==> src/rtl/alu_issue_if.sv <==
// Handshake bundle around the issue stage: instruction channel from upstream and
// request/acknowledge channel to alu_fsm. The master side is the issue stage itself.
interface alu_issue_if #(
    parameter int PA_DATA  = 32,
    parameter int PA_FNCT  = 9,
    parameter int PA_RADDR = 3
);
    logic                ins_valid;
    logic                ins_ready;
    logic [PA_FNCT-1:0]  ins_fnct;
    logic [PA_RADDR-1:0] ins_rd;
    logic [PA_RADDR-1:0] ins_ra;
    logic [PA_RADDR-1:0] ins_rb;

    logic                alu_req;
    logic [PA_DATA-1:0]  alu_a;
    logic [PA_DATA-1:0]  alu_b;
    logic [PA_FNCT-1:0]  alu_fnct;
    logic [PA_DATA-1:0]  alu_res;
    logic                alu_ack;
    logic                alu_zf;
    logic                alu_nf;

    modport master (
        input  ins_valid, ins_fnct, ins_rd, ins_ra, ins_rb,
        output ins_ready,
        output alu_req, alu_a, alu_b, alu_fnct,
        input  alu_res, alu_ack, alu_zf, alu_nf
    );

    modport slave (
        output ins_valid, ins_fnct, ins_rd, ins_ra, ins_rb,
        input  ins_ready,
        input  alu_req, alu_a, alu_b, alu_fnct,
        output alu_res, alu_ack, alu_zf, alu_nf
    );
endinterface

==> src/rtl/alu_issue.sv <==
// Issue/writeback stage in front of alu_fsm: operand fetch from a small register file,
// request/ack sequencing with a watchdog, result writeback and sticky CHK flags.
module alu_issue #(
    parameter int PA_DATA    = 32,
    parameter int PA_FNCT    = 9,
    parameter int PA_RADDR   = 3,
    parameter int PA_TIMEOUT = 64
) (
    input  logic                clk,
    input  logic                rst_b,
    alu_issue_if.master         bus,
    input  logic                i_ld_en,
    input  logic [PA_RADDR-1:0] i_ld_addr,
    input  logic [PA_DATA-1:0]  i_ld_data,
    input  logic [PA_RADDR-1:0] i_dbg_addr,
    output logic [PA_DATA-1:0]  o_dbg_data,
    output logic                o_done,
    output logic                o_done_err,
    output logic                o_flag_z,
    output logic                o_flag_n
);
    localparam int NREG = 2 ** PA_RADDR;
    localparam int WD_W = (PA_TIMEOUT > 1) ? $clog2(PA_TIMEOUT) : 1;
    localparam logic [WD_W-1:0] WD_MAX = WD_W'(PA_TIMEOUT - 1);

    localparam logic [PA_FNCT-1:0] FN_ADD = PA_FNCT'(32'h040);
    localparam logic [PA_FNCT-1:0] FN_SUB = PA_FNCT'(32'h041);
    localparam logic [PA_FNCT-1:0] FN_AND = PA_FNCT'(32'h080);
    localparam logic [PA_FNCT-1:0] FN_SFR = PA_FNCT'(32'h084);

    typedef enum logic [1:0] {S_IDLE, S_REQ, S_WAIT, S_FIN} state_t;

    state_t              r_state;
    state_t              w_state_next;

    logic                r_alu_req;
    logic [PA_DATA-1:0]  r_alu_a;
    logic [PA_DATA-1:0]  r_alu_b;
    logic [PA_FNCT-1:0]  r_alu_fnct;
    logic [PA_RADDR-1:0] r_rd;
    logic [WD_W-1:0]     r_wd;
    logic                r_done;
    logic                r_done_err;
    logic                r_flag_z;
    logic                r_flag_n;

    logic [PA_DATA-1:0]  r_rf [NREG];

    logic                w_legal;
    logic                w_is_chk;
    logic                w_wd_expired;
    logic                w_accept;
    logic                w_ack_wait;
    logic                w_wb_en;
    logic                w_flag_en;
    logic                w_req_next;
    logic                w_done_next;
    logic                w_err_next;

    // alu_fsm never acks codes outside this set, so they are rejected before a request
    assign w_legal = (bus.ins_fnct[PA_FNCT-1:6] == '0)
                  || (bus.ins_fnct == FN_ADD) || (bus.ins_fnct == FN_SUB)
                  || ((bus.ins_fnct >= FN_AND) && (bus.ins_fnct <= FN_SFR));
    assign w_is_chk     = (r_alu_fnct[PA_FNCT-1:6] == '0);
    assign w_wd_expired = (r_wd == WD_MAX);

    always_ff @(posedge clk or negedge rst_b) begin
        if (!rst_b) begin
            r_state    <= S_IDLE;
            r_alu_req  <= 1'b0;
            r_done     <= 1'b0;
            r_done_err <= 1'b0;
        end else begin
            r_state    <= w_state_next;
            r_alu_req  <= w_req_next;
            r_done     <= w_done_next;
            r_done_err <= w_err_next;
        end
    end

    always_comb begin
        w_state_next = r_state;
        case (r_state)
            S_IDLE:  if (bus.ins_valid) w_state_next = w_legal ? S_REQ : S_FIN;
            S_REQ:   w_state_next = S_WAIT;
            S_WAIT:  if (bus.alu_ack || w_wd_expired) w_state_next = S_FIN;
            S_FIN:   w_state_next = S_IDLE;
            default: w_state_next = S_IDLE;
        endcase
    end

    // An ack in the last watchdog cycle still counts as a normal completion
    always_comb begin
        w_accept    = (r_state == S_IDLE) && bus.ins_valid;
        w_ack_wait  = (r_state == S_WAIT) && bus.alu_ack;
        w_wb_en     = w_ack_wait && !w_is_chk;
        w_flag_en   = w_ack_wait && w_is_chk;
        w_req_next  = (w_state_next == S_REQ);
        w_done_next = (w_state_next == S_FIN);
        w_err_next  = (w_accept && !w_legal)
                   || ((r_state == S_WAIT) && !bus.alu_ack && w_wd_expired);
    end

    always_ff @(posedge clk or negedge rst_b) begin
        if (!rst_b) begin
            r_alu_a    <= '0;
            r_alu_b    <= '0;
            r_alu_fnct <= '0;
            r_rd       <= '0;
            r_wd       <= '0;
            r_flag_z   <= 1'b0;
            r_flag_n   <= 1'b0;
        end else begin
            if (w_accept) begin
                r_alu_a    <= r_rf[bus.ins_ra];
                r_alu_b    <= r_rf[bus.ins_rb];
                r_alu_fnct <= bus.ins_fnct;
                r_rd       <= bus.ins_rd;
            end
            if (r_state == S_REQ) begin
                r_wd <= '0;
            end else if (r_state == S_WAIT) begin
                r_wd <= r_wd + WD_W'(1);
            end
            if (w_flag_en) begin
                r_flag_z <= bus.alu_zf;
                r_flag_n <= bus.alu_nf;
            end
        end
    end

    // No reset on the storage; the later assignment gives writeback priority over ld
    always_ff @(posedge clk) begin
        if (i_ld_en) begin
            r_rf[i_ld_addr] <= i_ld_data;
        end
        if (w_wb_en) begin
            r_rf[r_rd] <= bus.alu_res;
        end
    end

    assign bus.ins_ready = (r_state == S_IDLE) && rst_b;
    assign bus.alu_req   = r_alu_req;
    assign bus.alu_a     = r_alu_a;
    assign bus.alu_b     = r_alu_b;
    assign bus.alu_fnct  = r_alu_fnct;
    assign o_dbg_data    = r_rf[i_dbg_addr];
    assign o_done        = r_done;
    assign o_done_err    = r_done_err;
    assign o_flag_z      = r_flag_z;
    assign o_flag_n      = r_flag_n;
endmodule

==> src/flat_wrapper.sv <==
// flat-port wrapper written by rule: the top's interface ports become plain ports
module alu_issue_flat 
#(
    parameter int PA_DATA    = 32,
    parameter int PA_FNCT    = 9,
    parameter int PA_RADDR   = 3,
    parameter int PA_TIMEOUT = 64
)
  (clk, rst_b, i_ld_en, i_ld_addr, i_ld_data, i_dbg_addr, o_dbg_data, o_done, o_done_err, o_flag_z, o_flag_n, bus_ins_valid, bus_ins_fnct, bus_ins_rd, bus_ins_ra, bus_ins_rb, bus_ins_ready, bus_alu_req, bus_alu_a, bus_alu_b, bus_alu_fnct, bus_alu_res, bus_alu_ack, bus_alu_zf, bus_alu_nf);
  alu_issue_if #(.PA_DATA(PA_DATA), .PA_FNCT(PA_FNCT), .PA_RADDR(PA_RADDR)) bus_i ();
  input  logic clk;
  input  logic rst_b;
  input  logic i_ld_en;
  input  logic [PA_RADDR-1:0] i_ld_addr;
  input  logic [PA_DATA-1:0] i_ld_data;
  input  logic [PA_RADDR-1:0] i_dbg_addr;
  output logic [PA_DATA-1:0] o_dbg_data;
  output logic o_done;
  output logic o_done_err;
  output logic o_flag_z;
  output logic o_flag_n;
  input wire logic [$bits(bus_i.ins_valid)-1:0] bus_ins_valid;
  input wire logic [$bits(bus_i.ins_fnct)-1:0] bus_ins_fnct;
  input wire logic [$bits(bus_i.ins_rd)-1:0] bus_ins_rd;
  input wire logic [$bits(bus_i.ins_ra)-1:0] bus_ins_ra;
  input wire logic [$bits(bus_i.ins_rb)-1:0] bus_ins_rb;
  output wire logic [$bits(bus_i.ins_ready)-1:0] bus_ins_ready;
  output wire logic [$bits(bus_i.alu_req)-1:0] bus_alu_req;
  output wire logic [$bits(bus_i.alu_a)-1:0] bus_alu_a;
  output wire logic [$bits(bus_i.alu_b)-1:0] bus_alu_b;
  output wire logic [$bits(bus_i.alu_fnct)-1:0] bus_alu_fnct;
  input wire logic [$bits(bus_i.alu_res)-1:0] bus_alu_res;
  input wire logic [$bits(bus_i.alu_ack)-1:0] bus_alu_ack;
  input wire logic [$bits(bus_i.alu_zf)-1:0] bus_alu_zf;
  input wire logic [$bits(bus_i.alu_nf)-1:0] bus_alu_nf;
  assign bus_i.ins_valid = bus_ins_valid;
  assign bus_i.ins_fnct = bus_ins_fnct;
  assign bus_i.ins_rd = bus_ins_rd;
  assign bus_i.ins_ra = bus_ins_ra;
  assign bus_i.ins_rb = bus_ins_rb;
  assign bus_ins_ready = bus_i.ins_ready;
  assign bus_alu_req = bus_i.alu_req;
  assign bus_alu_a = bus_i.alu_a;
  assign bus_alu_b = bus_i.alu_b;
  assign bus_alu_fnct = bus_i.alu_fnct;
  assign bus_i.alu_res = bus_alu_res;
  assign bus_i.alu_ack = bus_alu_ack;
  assign bus_i.alu_zf = bus_alu_zf;
  assign bus_i.alu_nf = bus_alu_nf;
  alu_issue #(.PA_DATA(PA_DATA), .PA_FNCT(PA_FNCT), .PA_RADDR(PA_RADDR), .PA_TIMEOUT(PA_TIMEOUT)) u_core (.clk(clk), .rst_b(rst_b), .bus(bus_i), .i_ld_en(i_ld_en), .i_ld_addr(i_ld_addr), .i_ld_data(i_ld_data), .i_dbg_addr(i_dbg_addr), .o_dbg_data(o_dbg_data), .o_done(o_done), .o_done_err(o_done_err), .o_flag_z(o_flag_z), .o_flag_n(o_flag_n));
endmodule
==> config.mk <==
export PLATFORM = sky130hd
export DESIGN_NAME = alu_issue_flat
export DESIGN_NICKNAME = d
export VERILOG_FILES = /design/src/rtl/alu_issue_if.sv /design/src/rtl/alu_issue.sv /design/src/flat_wrapper.sv
export SDC_FILE = /design/constraint.sdc
export NUM_CORES = 1
export LEC_CHECK = 0
export CAP_MARGIN = 20
export CORE_ASPECT_RATIO = 2
export CORE_MARGIN = 1
export CORE_UTILIZATION = 50
export DETAILED_ROUTE_END_ITERATION = 6
export GPL_TIMING_DRIVEN = 1
export MAX_ROUTING_LAYER = met4
export PLACE_DENSITY_LB_ADDON = 0.1
export SLEW_MARGIN = 20
export SYNTH_ARGS = -nofsm -noshare
export SYNTH_HDL_FRONTEND = slang
export SYNTH_SLANG_ARGS = --single-unit
==> constraint.sdc <==
create_clock -name clk -period 4.5 [get_ports clk]
set_clock_uncertainty 0.1 [all_clocks]
set_input_delay 0.45 -clock clk [delete_from_list [all_inputs] [get_ports clk]]
set_output_delay 0.45 -clock clk [all_outputs]
set_load 0.05 [all_outputs]
==> impl_metrics.yaml <==
status:
  run_status: "finished clean"
clock_network:
  cts_tree: "yes"
  cts.path.max_buffers: 3
  clockRootBuffer: "sky130_fd_sc_hd__clkbuf_16"
  clk_latency_ns: 0.58
  clock_sink_count: 345
  clock_transition_at_the_registers_of_the_reported_paths_ns: 0.07
  post_cts_hold_buffer_count: 1
  clock_tree.htree_level_count: 1
  cts_buffers: 31
  cts_post_setup_buffers_inserted: 0
  post_cts_resized: 0
floorplanning:
  die_outline_area_um2: 41700
  rows: 104
  fp.dieW_um: 144.9
  floorplan.core_area_um2: 40210
  die_y_um: 287.8
  boundaryPins: 206
  initial_core_util_pct: 50.78
power_and_ir_drop:
  combPwrFrac_pct: 36.0
  power_mw: 11.24
  clock_power_share_pct: 25.2
  swShare_pct: 36.22
  vdd.ir_drop.worst_mv: 0.3861
  cellPowerDensity_nw_per_um2: 470.1
  p_sw_mw: 4.069
  sequential_cell_fraction_of_total_power_pct: 38.8
  power.static_leakage_nw: 8.647
  p_int_mw: 7.167
worst_setup_path:
  crit_path_end_kind: "output port"
  setup.worst_path.start_class: "input pin"
  critPathArrivalTime_ns: 2.73
  crit_path_max_fanout: 25
  timing.setup.critical_path_class: "input pin to output port"
  worstPathRequired_ns: 3.95
  crit_start: "i_dbg_addr[0]"
  reg2reg_from: "u_core.r_state[0]"
routing:
  remaining_drc_errors: 0
  drt-wirelength-per-cell_um: 28.73
  drt_first_iter_violations: 718
  route.detailed.vias_per_inst: 6.273
  detail_route.first_pass.iterations: 4
  wl_um: 56620
  routed-via-count: 12370
  ant_nets: 0
finish:
  area_grow_syn2layout_pct: 17.05
  layout_fillers: 3123
  fraction_of_layout_cells_with_a_size_suffix_above_1_pct: 41.61
  final_net_count: 1513
synth:
  postSynthNetCount: 1342
  synth-seq-cells: 345
  postSynth.asyncResetShare_pct: 25.80
  avgSynthCellArea_um2: 16.44
  synth_enable_flop_cells: 256
  synthCells: 1242
  synth-seq-area-share_pct: 48.56
  synth.lib_cells_used.distinct: 46
  synthesis.area_um2: 20420
  dominantRegCellSynth: "sky130_fd_sc_hd__edfxtp_1"
  synth.yosys.warnings: 0
sta:
  maxSlewHeadroom_pct: 19.06
  max_clock_freq_mhz: 304.4
  setup_viol: 0
  maxSlewViolCount: 0
  tightest_slew_ns: 1.214
  final.period_utilization_pct: 73.00
  hold_viol: 0
  setup_tns_ns: 0
  finalCriticalPeriod_ns: 3.285
  grt_setup_unrepaired: "false"
placement:
  finalWeightedCongestion: 0.8089
  number_of_i_o_port_buffers: 205
  hpwl_um: 35200
global_route:
  gr-usage-all-layers_pct: 29.04
  grt_antenna_before_repair: 4
  first_global_vias: 13430
  globalRoute.totalOverflow: 0
  grt_start_max_net_pins: 65
  first_pass_grt_wire_length_um: 83190
run:
  maxCapViolations: 0
worst_hold_path:
  min_path_type: "input pin to async pin"
-- power by group through the flow --
stage	Sequential, mW	Combinational [mW]	Clock [mW]
final	4.36	4.05	2.83
after global routing	4.42	4.30	2.98
after CTS	4.36	4.09	2.88
after detailed placement	4.42	4.07	0
after global placement	4.40	4.04	0
after floorplan	5.45	1.69	0
-- Yosys cell counts (2+ instances only) --
cell | number | area, um^2
sky130_fd_sc_hd__buf_6 | 22 | 247.7
sky130_fd_sc_hd__mux4_2 | 192 | 4324
sky130_fd_sc_hd__nand2b_1 | 5 | 31.28
sky130_fd_sc_hd__o21ai_0 | 79 | 395.4
sky130_fd_sc_hd__buf_2 | 21 | 105.1
sky130_fd_sc_hd__nor3_1 | 6 | 30.03
sky130_fd_sc_hd__nor2_1 | 4 | 15.01
sky130_fd_sc_hd__buf_12 | 3 | 60.06
sky130_fd_sc_hd__mux2_4 | 96 | 1441
sky130_fd_sc_hd__ha_1 | 5 | 62.56
sky130_fd_sc_hd__inv_1 | 5 | 18.77
sky130_fd_sc_hd__edfxtp_1 | 256 | 7687
sky130_fd_sc_hd__buf_4 | 5 | 37.54
sky130_fd_sc_hd__clkbuf_1 | 32 | 120.1
sky130_fd_sc_hd__clkbuf_2 | 2 | 10.01
sky130_fd_sc_hd__and3b_1 | 2 | 17.52
sky130_fd_sc_hd__o21bai_1 | 2 | 15.01
sky130_fd_sc_hd__mux2i_1 | 64 | 640.6
sky130_fd_sc_hd__nand3_1 | 2 | 10.01
sky130_fd_sc_hd__dfrtp_1 | 89 | 2227
sky130_fd_sc_hd__buf_1 | 15 | 56.30
sky130_fd_sc_hd__nand2_1 | 110 | 412.9
sky130_fd_sc_hd__and2_1 | 5 | 31.28
sky130_fd_sc_hd__a21oi_1 | 4 | 20.02
sky130_fd_sc_hd__mux2_2 | 195 | 2196
-- metrics by stage --
| stage | setup WS, ns | util, % | hold WS [ns] | std cells | area (um^2) |
|---|---|---|---|---|---|
| 2_1_floorplan | 1.009 | - | 0.05441 | 1242 | 20420 |
| 3_3_place_gp | 1.188 | 56.72 | 0.3120 | 1909 | 22810 |
| 3_5_place_dp | 1.187 | 56.72 | 0.3146 | 1909 | 22810 |
| 4_1_cts | 1.182 | 59.42 | 0.2526 | 1967 | 23890 |
| 5_1_grt | 1.144 | 59.44 | 0.2958 | 1971 | 23900 |
| 6_report | 1.215 | 59.44 | 0.2612 | 1971 | 23900 |
-- cell families after synthesis --
family	synth area share [%]
flip-flops	48.56
adder cells (fa/ha/maj)	0.3064
AO/OA/AOI/OAI	2.378
multiplexers	42.13
buffers and inverters	3.370
AND/OR/NAND/NOR	3.260
-- path summary, 6_finish.rpt --
path                                                to  slack [ns]  cells after the start
worst max-delay path                    o_dbg_data[11]        1.22                      5
worst min-delay path            u_core.bus.alu_fnct[5]        0.26                      2
worst max register to register       u_core.r_rf[6][2]        1.49                      7
worst min register to register  u_core.bus.alu_fnct[1]        0.38                      2
max in group asynchronous         u_core.bus.alu_b[10]        2.76                      3
min in group clk                        u_core.r_rd[0]        0.34                      3
-- layout by cell type, fill, tap and decap left out, types with 6 or more instances in the layout --
| master | count |
|---|---|
| sky130_fd_sc_hd__clkbuf_16 | 34 |
| sky130_fd_sc_hd__nor3_1 | 6 |
| sky130_fd_sc_hd__mux2_2 | 195 |
| sky130_fd_sc_hd__clkdlybuf4s50_1 | 195 |
| sky130_fd_sc_hd__o21ai_0 | 75 |
| sky130_fd_sc_hd__buf_4 | 36 |
| sky130_fd_sc_hd__mux2i_1 | 64 |
| sky130_fd_sc_hd__dfrtp_1 | 89 |
| sky130_fd_sc_hd__mux4_2 | 192 |
| sky130_fd_sc_hd__mux2_4 | 96 |
| sky130_fd_sc_hd__clkinv_2 | 10 |
| sky130_fd_sc_hd__edfxtp_1 | 256 |
| sky130_fd_sc_hd__nand2_1 | 109 |
-- critical path, stage by stage --
cell	delay (ns)
sky130_fd_sc_hd__buf_4	0.39
sky130_fd_sc_hd__buf_12	0.31
sky130_fd_sc_hd__mux4_2	0.54
sky130_fd_sc_hd__mux2_2	0.32
sky130_fd_sc_hd__clkdlybuf4s50_1	0.71
-- state kept, by name, summed over array words and instances (netlist names) --
| signal | cells |
|---|---|
| u_core.bus.alu_a | 32 |
| u_core.bus.alu_b | 32 |
| u_core.bus.alu_fnct | 9 |
| u_core.bus.alu_req | 1 |
| u_core.o_done | 1 |
| u_core.o_done_err | 1 |
| u_core.o_flag_n | 1 |
| u_core.o_flag_z | 1 |
| u_core.r_rd | 3 |
| u_core.r_rf | 256 |
| u_core.r_state | 2 |
| u_core.r_wd | 6 |
-- routing by layer --
| metal | up-vias | global-route usage (%) | part of all wire, % |
|---|---|---|---|
| met5 | - | - | 0 |
| met3 | 128 | 3.310 | 5.0 |
| met4 | 0 | 12.61 | 4.0 |
| met1 | 6443 | 32.33 | 36 |
| met2 | 436 | 51.66 | 55 |
| li1 | 5358 | - | - |
-- final cells by class --
type | count | area [um^2] | area share, %
diodes | 4 | 10.01 | 0.04188
clock buffers | 41 | 914.6 | 3.827
clock inverters | 16 | 157.7 | 0.6596
inverters | 5 | 18.77 | 0.07853
multi-input cells | 791 | 9894 | 41.40
flip-flops and latches | 345 | 9915 | 41.48
well taps | 530 | 663.1 | 2.775
repair buffers | 239 | 2327 | 9.737
No activity file was read; power rests on OpenSTA's default activity.
